[src/rtl/wb_unit.sv]
// ---------------------------------------------------------------------------
// wb_unit -- writeback unit for the RISC-V core.
//
// Purpose:
//   Collects completed results from the ALU path and the load path, each
//   through a one-entry holding slot. Load data is formatted (byte/halfword
//   extraction, sign/zero extension) on the way into its slot. A fair
//   arbiter picks at most one slot per cycle and drives the register bank
//   write port. A 32-bit pending-destination scoreboard is kept for the
//   hazard logic.
//
// Ports:
//   clk, rst                 clock, synchronous active-high reset
//   alu_valid/alu_ready      ALU result channel handshake
//   alu_rd, alu_result       ALU destination index and value
//   ld_valid/ld_ready        load channel handshake
//   ld_rd, ld_data           load destination index and raw aligned word
//   ld_addr_lo, ld_funct3    byte offset and RISC-V load funct3
//   pend_set, pend_rd        issue marks a destination in flight
//   pend                     registered scoreboard, bit i = xi outstanding
//   regWrite, writePort,     registered register bank write port
//   busC
//
// Arbiter state (last_conflict):
//   state   | meaning
//   SRC_ALU | ALU won the most recent conflict; next conflict grants LD
//   SRC_LD  | LD won the most recent conflict; next conflict grants ALU
// ---------------------------------------------------------------------------
module wb_unit (
  input  logic        clk,
  input  logic        rst,
  input  logic        alu_valid,
  output logic        alu_ready,
  input  logic [4:0]  alu_rd,
  input  logic [31:0] alu_result,
  input  logic        ld_valid,
  output logic        ld_ready,
  input  logic [4:0]  ld_rd,
  input  logic [31:0] ld_data,
  input  logic [1:0]  ld_addr_lo,
  input  logic [2:0]  ld_funct3,
  input  logic        pend_set,
  input  logic [4:0]  pend_rd,
  output logic [31:0] pend,
  output logic        regWrite,
  output logic [4:0]  writePort,
  output logic [31:0] busC
);

  typedef enum logic {
    SRC_ALU = 1'b0,
    SRC_LD  = 1'b1
  } src_t;

  src_t        last_conflict;
  src_t        last_conflict_nxt;

  logic        alu_v;
  logic [4:0]  alu_rd_q;
  logic [31:0] alu_data_q;
  logic        ld_v;
  logic [4:0]  ld_rd_q;
  logic [31:0] ld_data_q;

  logic        conflict;
  logic        grant_alu;
  logic        grant_ld;
  logic        grant_any;
  logic [4:0]  win_rd;
  logic [31:0] win_data;
  logic        alu_accept;
  logic        ld_accept;
  logic [31:0] pend_nxt;

  logic [7:0]  ld_byte;
  logic [15:0] ld_half;
  logic [31:0] ld_fmt;

  // ---------------------------------------------------------------------
  // Load formatting on the incoming payload
  // ---------------------------------------------------------------------
  always_comb begin
    ld_byte = ld_data[7:0];
    case (ld_addr_lo)
      2'd0: ld_byte = ld_data[7:0];
      2'd1: ld_byte = ld_data[15:8];
      2'd2: ld_byte = ld_data[23:16];
      2'd3: ld_byte = ld_data[31:24];
      default: ld_byte = ld_data[7:0];
    endcase
  end

  always_comb begin
    ld_half = ld_addr_lo[1] ? ld_data[31:16] : ld_data[15:0];
  end

  always_comb begin
    ld_fmt = ld_data;
    case (ld_funct3)
      3'b000: ld_fmt = {{24{ld_byte[7]}}, ld_byte};
      3'b100: ld_fmt = {24'd0, ld_byte};
      3'b001: ld_fmt = {{16{ld_half[15]}}, ld_half};
      3'b101: ld_fmt = {16'd0, ld_half};
      default: ld_fmt = ld_data;
    endcase
  end

  // ---------------------------------------------------------------------
  // Arbitration, handshakes and scoreboard next state
  // ---------------------------------------------------------------------
  always_comb begin
    conflict          = alu_v && ld_v;
    grant_alu         = alu_v && (!ld_v || (last_conflict == SRC_LD));
    grant_ld          = ld_v && (!alu_v || (last_conflict == SRC_ALU));
    grant_any         = grant_alu || grant_ld;

    last_conflict_nxt = last_conflict;
    if (conflict) begin
      last_conflict_nxt = grant_alu ? SRC_ALU : SRC_LD;
    end

    win_rd   = grant_alu ? alu_rd_q   : ld_rd_q;
    win_data = grant_alu ? alu_data_q : ld_data_q;

    // A slot being drained this cycle can take a new entry on the same edge.
    alu_ready  = !rst && (!alu_v || grant_alu);
    ld_ready   = !rst && (!ld_v || grant_ld);
    alu_accept = alu_valid && alu_ready;
    ld_accept  = ld_valid && ld_ready;

    // Clear first so a same-edge set of the same index wins.
    pend_nxt = pend;
    if (grant_any && (win_rd != 5'd0)) begin
      pend_nxt[win_rd] = 1'b0;
    end
    if (pend_set && (pend_rd != 5'd0)) begin
      pend_nxt[pend_rd] = 1'b1;
    end
    pend_nxt[0] = 1'b0;
  end

  // ---------------------------------------------------------------------
  // Arbiter state register
  // ---------------------------------------------------------------------
  always_ff @(posedge clk) begin
    if (rst) begin
      last_conflict <= SRC_ALU;
    end else begin
      last_conflict <= last_conflict_nxt;
    end
  end

  // ---------------------------------------------------------------------
  // Holding slots, write port and scoreboard
  // ---------------------------------------------------------------------
  always_ff @(posedge clk) begin
    if (rst) begin
      alu_v      <= 1'b0;
      alu_rd_q   <= 5'd0;
      alu_data_q <= 32'd0;
      ld_v       <= 1'b0;
      ld_rd_q    <= 5'd0;
      ld_data_q  <= 32'd0;
      regWrite   <= 1'b0;
      writePort  <= 5'd0;
      busC       <= 32'd0;
      pend       <= 32'd0;
    end else begin
      if (alu_accept) begin
        alu_v      <= 1'b1;
        alu_rd_q   <= alu_rd;
        alu_data_q <= alu_result;
      end else if (grant_alu) begin
        alu_v <= 1'b0;
      end

      if (ld_accept) begin
        ld_v      <= 1'b1;
        ld_rd_q   <= ld_rd;
        ld_data_q <= ld_fmt;
      end else if (grant_ld) begin
        ld_v <= 1'b0;
      end

      // An x0 entry is consumed without a write so the bank never stalls
      // its read path on x0; the write port keeps its previous value.
      if (grant_any && (win_rd != 5'd0)) begin
        regWrite  <= 1'b1;
        writePort <= win_rd;
        busC      <= win_data;
      end else begin
        regWrite  <= 1'b0;
      end

      pend <= pend_nxt;
    end
  end

endmodule

[config.mk]
export PLATFORM = sky130hd
export DESIGN_NAME = wb_unit
export DESIGN_NICKNAME = d
export VERILOG_FILES = /design/src/rtl/wb_unit.sv
export SDC_FILE = /design/constraint.sdc
export NUM_CORES = 1
export LEC_CHECK = 0
export ABC_AREA = 1
export BUFFER_PORTS_ARGS = -buffer_cell sky130_fd_sc_hd__buf_2
export CAP_MARGIN = 15
export CORE_MARGIN = 1.5
export CORE_UTILIZATION = 45
export DETAILED_ROUTE_END_ITERATION = 7
export PLACE_DENSITY = 0.66
export SLEW_MARGIN = 20
export SYNTH_ARGS = -nofsm -noshare
export SYNTH_HDL_FRONTEND = slang
export SYNTH_SLANG_ARGS = --single-unit
[constraint.sdc]
create_clock -name clk -period 4.75 [get_ports clk]
set_clock_uncertainty 0.15 [all_clocks]
set_input_delay 0.95 -clock clk [delete_from_list [all_inputs] [get_ports clk]]
set_output_delay 0.95 -clock clk [all_outputs]
set_load 0.02 [all_outputs]
==> metrics.cfg <==
[synthesis]
ys_seq_elements=146
ys_seq_area_frac=0.452
synthArstFlopShare=0
avgSynthCellArea_um2=7.14
yosys_warnings=0
synth_top_area_frac=0.452
synth_ff_type=dfxtp_1
ys_top_cells_by_area=dfxtp_1 45%, nand2_1 14%, o21ai_0 6.8%, nor2_1 5.5%, inv_1 4.8%
synth.distinct_cells=35
syn-cell-area_um2=6470
synth_nets=994
synth_cells=905
synth-edff-count=0
synth_area_leader_cell=dfxtp_1

[setup_path]
cp-end-kind=output port
r2r-end=busC[0]$_SDFFE_PP0N_
reg2regPathDepth=9
critPathMaxFanout=16
startpoint=rst
arrival_ns=1.74
worst_setup_path_start_kind=input port
crit_end=ld_ready
timing.rr.start=ld_v$_SDFFE_PP0P_
critPathKind=in -> out
ff2ff_setup_slack_ns=1.96
cp_data_required_time_ns=3.65

[global_routing]
grt_start_max_net_pins=77
grt_pass1_wl_um=28400
antenna_found_initial=1
grt_pass1_vias=5851
track_usage=0.242
gr-total-overflow=0

[drt]
ant_nets=0
via_count=6246
route.final.wire_length_um=17500
drt-wirelength-per-cell_um=14.3
viasPerCell=5.09
drc=0
initialDrtViolationCount=504
dr.pass1.iters=5

[sta]
worst_pin_slew_ns=1.03
period_minus_slack_ns=2.84
rsz0062_at_grt=false
fin_crit_sh=0.597
hold_viol_final=0
drv_slew=0
slew_headroom=0.309
setup_viol=0
final.setup.tns_ns=0
timing.fmax_ghz=0.353

[placed_design]
dp_hpwl_um=11800
dpl_cell_area_um2=7260
gp_congestion=0.899
io_buffers=159

[power]
p_seq_frac=0.430
p_switching_uw=873
switching_share=0.277
leakage_nw=3.57
p_comb_frac=0.149
p_per_area_nw_per_um2=402
p_int_mw=2.28
clkPwrFrac=0.420
peakVddDrop_mv=0.248

[cts]
insertion_delay_ns=0.43
clock_sinks=146
cts_buffers=17
cts_root_buf=clkbuf_16
cts_tree=built
clk_pin_slew_ns=0.06
hold_buffers=0
cts_resized=0
post_cts_buffers=0
htree_num_levels=4
clk_path_buf_depth=2

[run]
cap_violations=0

[floorplanning]
fp.coreArea_um2=13900
die_w_um=123
start_util=0.464
ios=161
design.die.area_um2=15100
die_y_um=123
rows=43

[worst_hold_path]
hp-class=reg -> reg
hold_depth=2

[final_layout]
fin_area_um2=7850
seq_area_um2=2920
antenna_cells=0
fin_util=0.563
final_nets=1123
final_cell_mix=247 x nand2_1, 159 x buf_2, 146 x dfxtp_1
area_growth_pct=21.4
num-fill-cells=1430
multi_input_area_um2=2960
final_common_cell=nand2_1
drive_gt1_frac=0.212

[outcome]
status=completed

==> sequential cells by signal, summed over array words and instances (netlist names) <==
name,cells
ld_v,1
ld_rd_q,5
pend,31
busC,32
regWrite,1
alu_rd_q,5
ld_data_q,32
alu_v,1
last_conflict,1
writePort,5
alu_data_q,32
==> layer usage <==
metal | track usage | vias up | wire length (µm)
li1 | - | 3195 | -
met1 | 0.332 | 2832 | 8500
met2 | 0.373 | 191 | 7620
met3 | 0.0609 | 26 | 1150
met4 | 0.0741 | 2 | 239
met5 | 0 | - | 12
==> cell usage after synthesis (2+ instances only) <==
master    count
o31ai_1      37
nand3_1      24
buf_1        11
buf_4         3
o21ai_1      12
nand2_1     247
nor2_1       94
a21oi_2       3
clkbuf_1     24
o21bai_1     16
nand2_2       7
o21ai_2       7
inv_1        82
a22oi_1       2
nor3_1       12
inv_2         2
a211oi_1      2
a221oi_1      7
a21boi_0      7
buf_2        11
nor2_4        2
o211ai_1      2
a21oi_1      41
buf_6         3
dfxtp_1     146
o32ai_1       4
o21ai_0      88
nand2_4       2
==> stage by stage <==
stage	cells	hold slack, ns	power (mW)	worst slack, ns
2_1_floorplan	905	0.290	1.71	1.98
3_3_place_gp	1195	0.295	1.85	1.84
3_5_place_dp	1195	0.302	1.85	1.83
4_1_cts	1226	0.311	3.17	1.91
5_1_grt	1226	0.322	3.29	1.64
6_report	1226	0.308	3.15	1.91
==> worst min-delay path by stage <==
stage                               start                    endpoint  slack, ns
6_report              pend[11]$_SDFF_PP0_         pend[11]$_SDFF_PP0_       0.31
5_1_grt               pend[15]$_SDFF_PP0_         pend[15]$_SDFF_PP0_       0.32
4_1_cts               pend[11]$_SDFF_PP0_         pend[11]$_SDFF_PP0_       0.31
3_5_place_dp          pend[11]$_SDFF_PP0_         pend[11]$_SDFF_PP0_       0.30
3_3_place_gp          pend[22]$_SDFF_PP0_         pend[22]$_SDFF_PP0_       0.30
2_1_floorplan  alu_data_q[0]$_SDFFE_PP0P_  alu_data_q[0]$_SDFFE_PP0P_       0.29
==> cells by family (layout without fill, tap and decap cells) <==
family	count (synthesis)	after routing	share of synthesized area
buf+inv	140	281	0.0915
simple gates	390	390	0.242
flops	146	146	0.452
compound gates	228	228	0.214
other cells	1	1	0.000580
==> critical path: stages <==
cell and delay (ns):
buf_2 0.34, inv_2 0.06, nand2_1 0.14, inv_1 0.08
buf_2 0.16
==> final cells by class <==
cell class                 instances  share of cell area
sequential                       146               0.372
timing repair buffer             164               0.106
clock buffer                      21              0.0599
clock inverter                    10              0.0139
tap                              180              0.0287
multi-input combinational        619               0.378
inverter                          86              0.0413
==> power by group through the flow <==
stage | Sequential (mW) | Clock (mW) | Combinational (mW)
finish | 1.36 | 1.33 | 0.471
global route | 1.37 | 1.39 | 0.532
CTS | 1.36 | 1.34 | 0.472
detailed placement | 1.38 | 0 | 0.469
global placement | 1.38 | 0 | 0.465
floorplan | 1.43 | 0 | 0.281
Note: power is estimated with default switching activity, not from simulation.
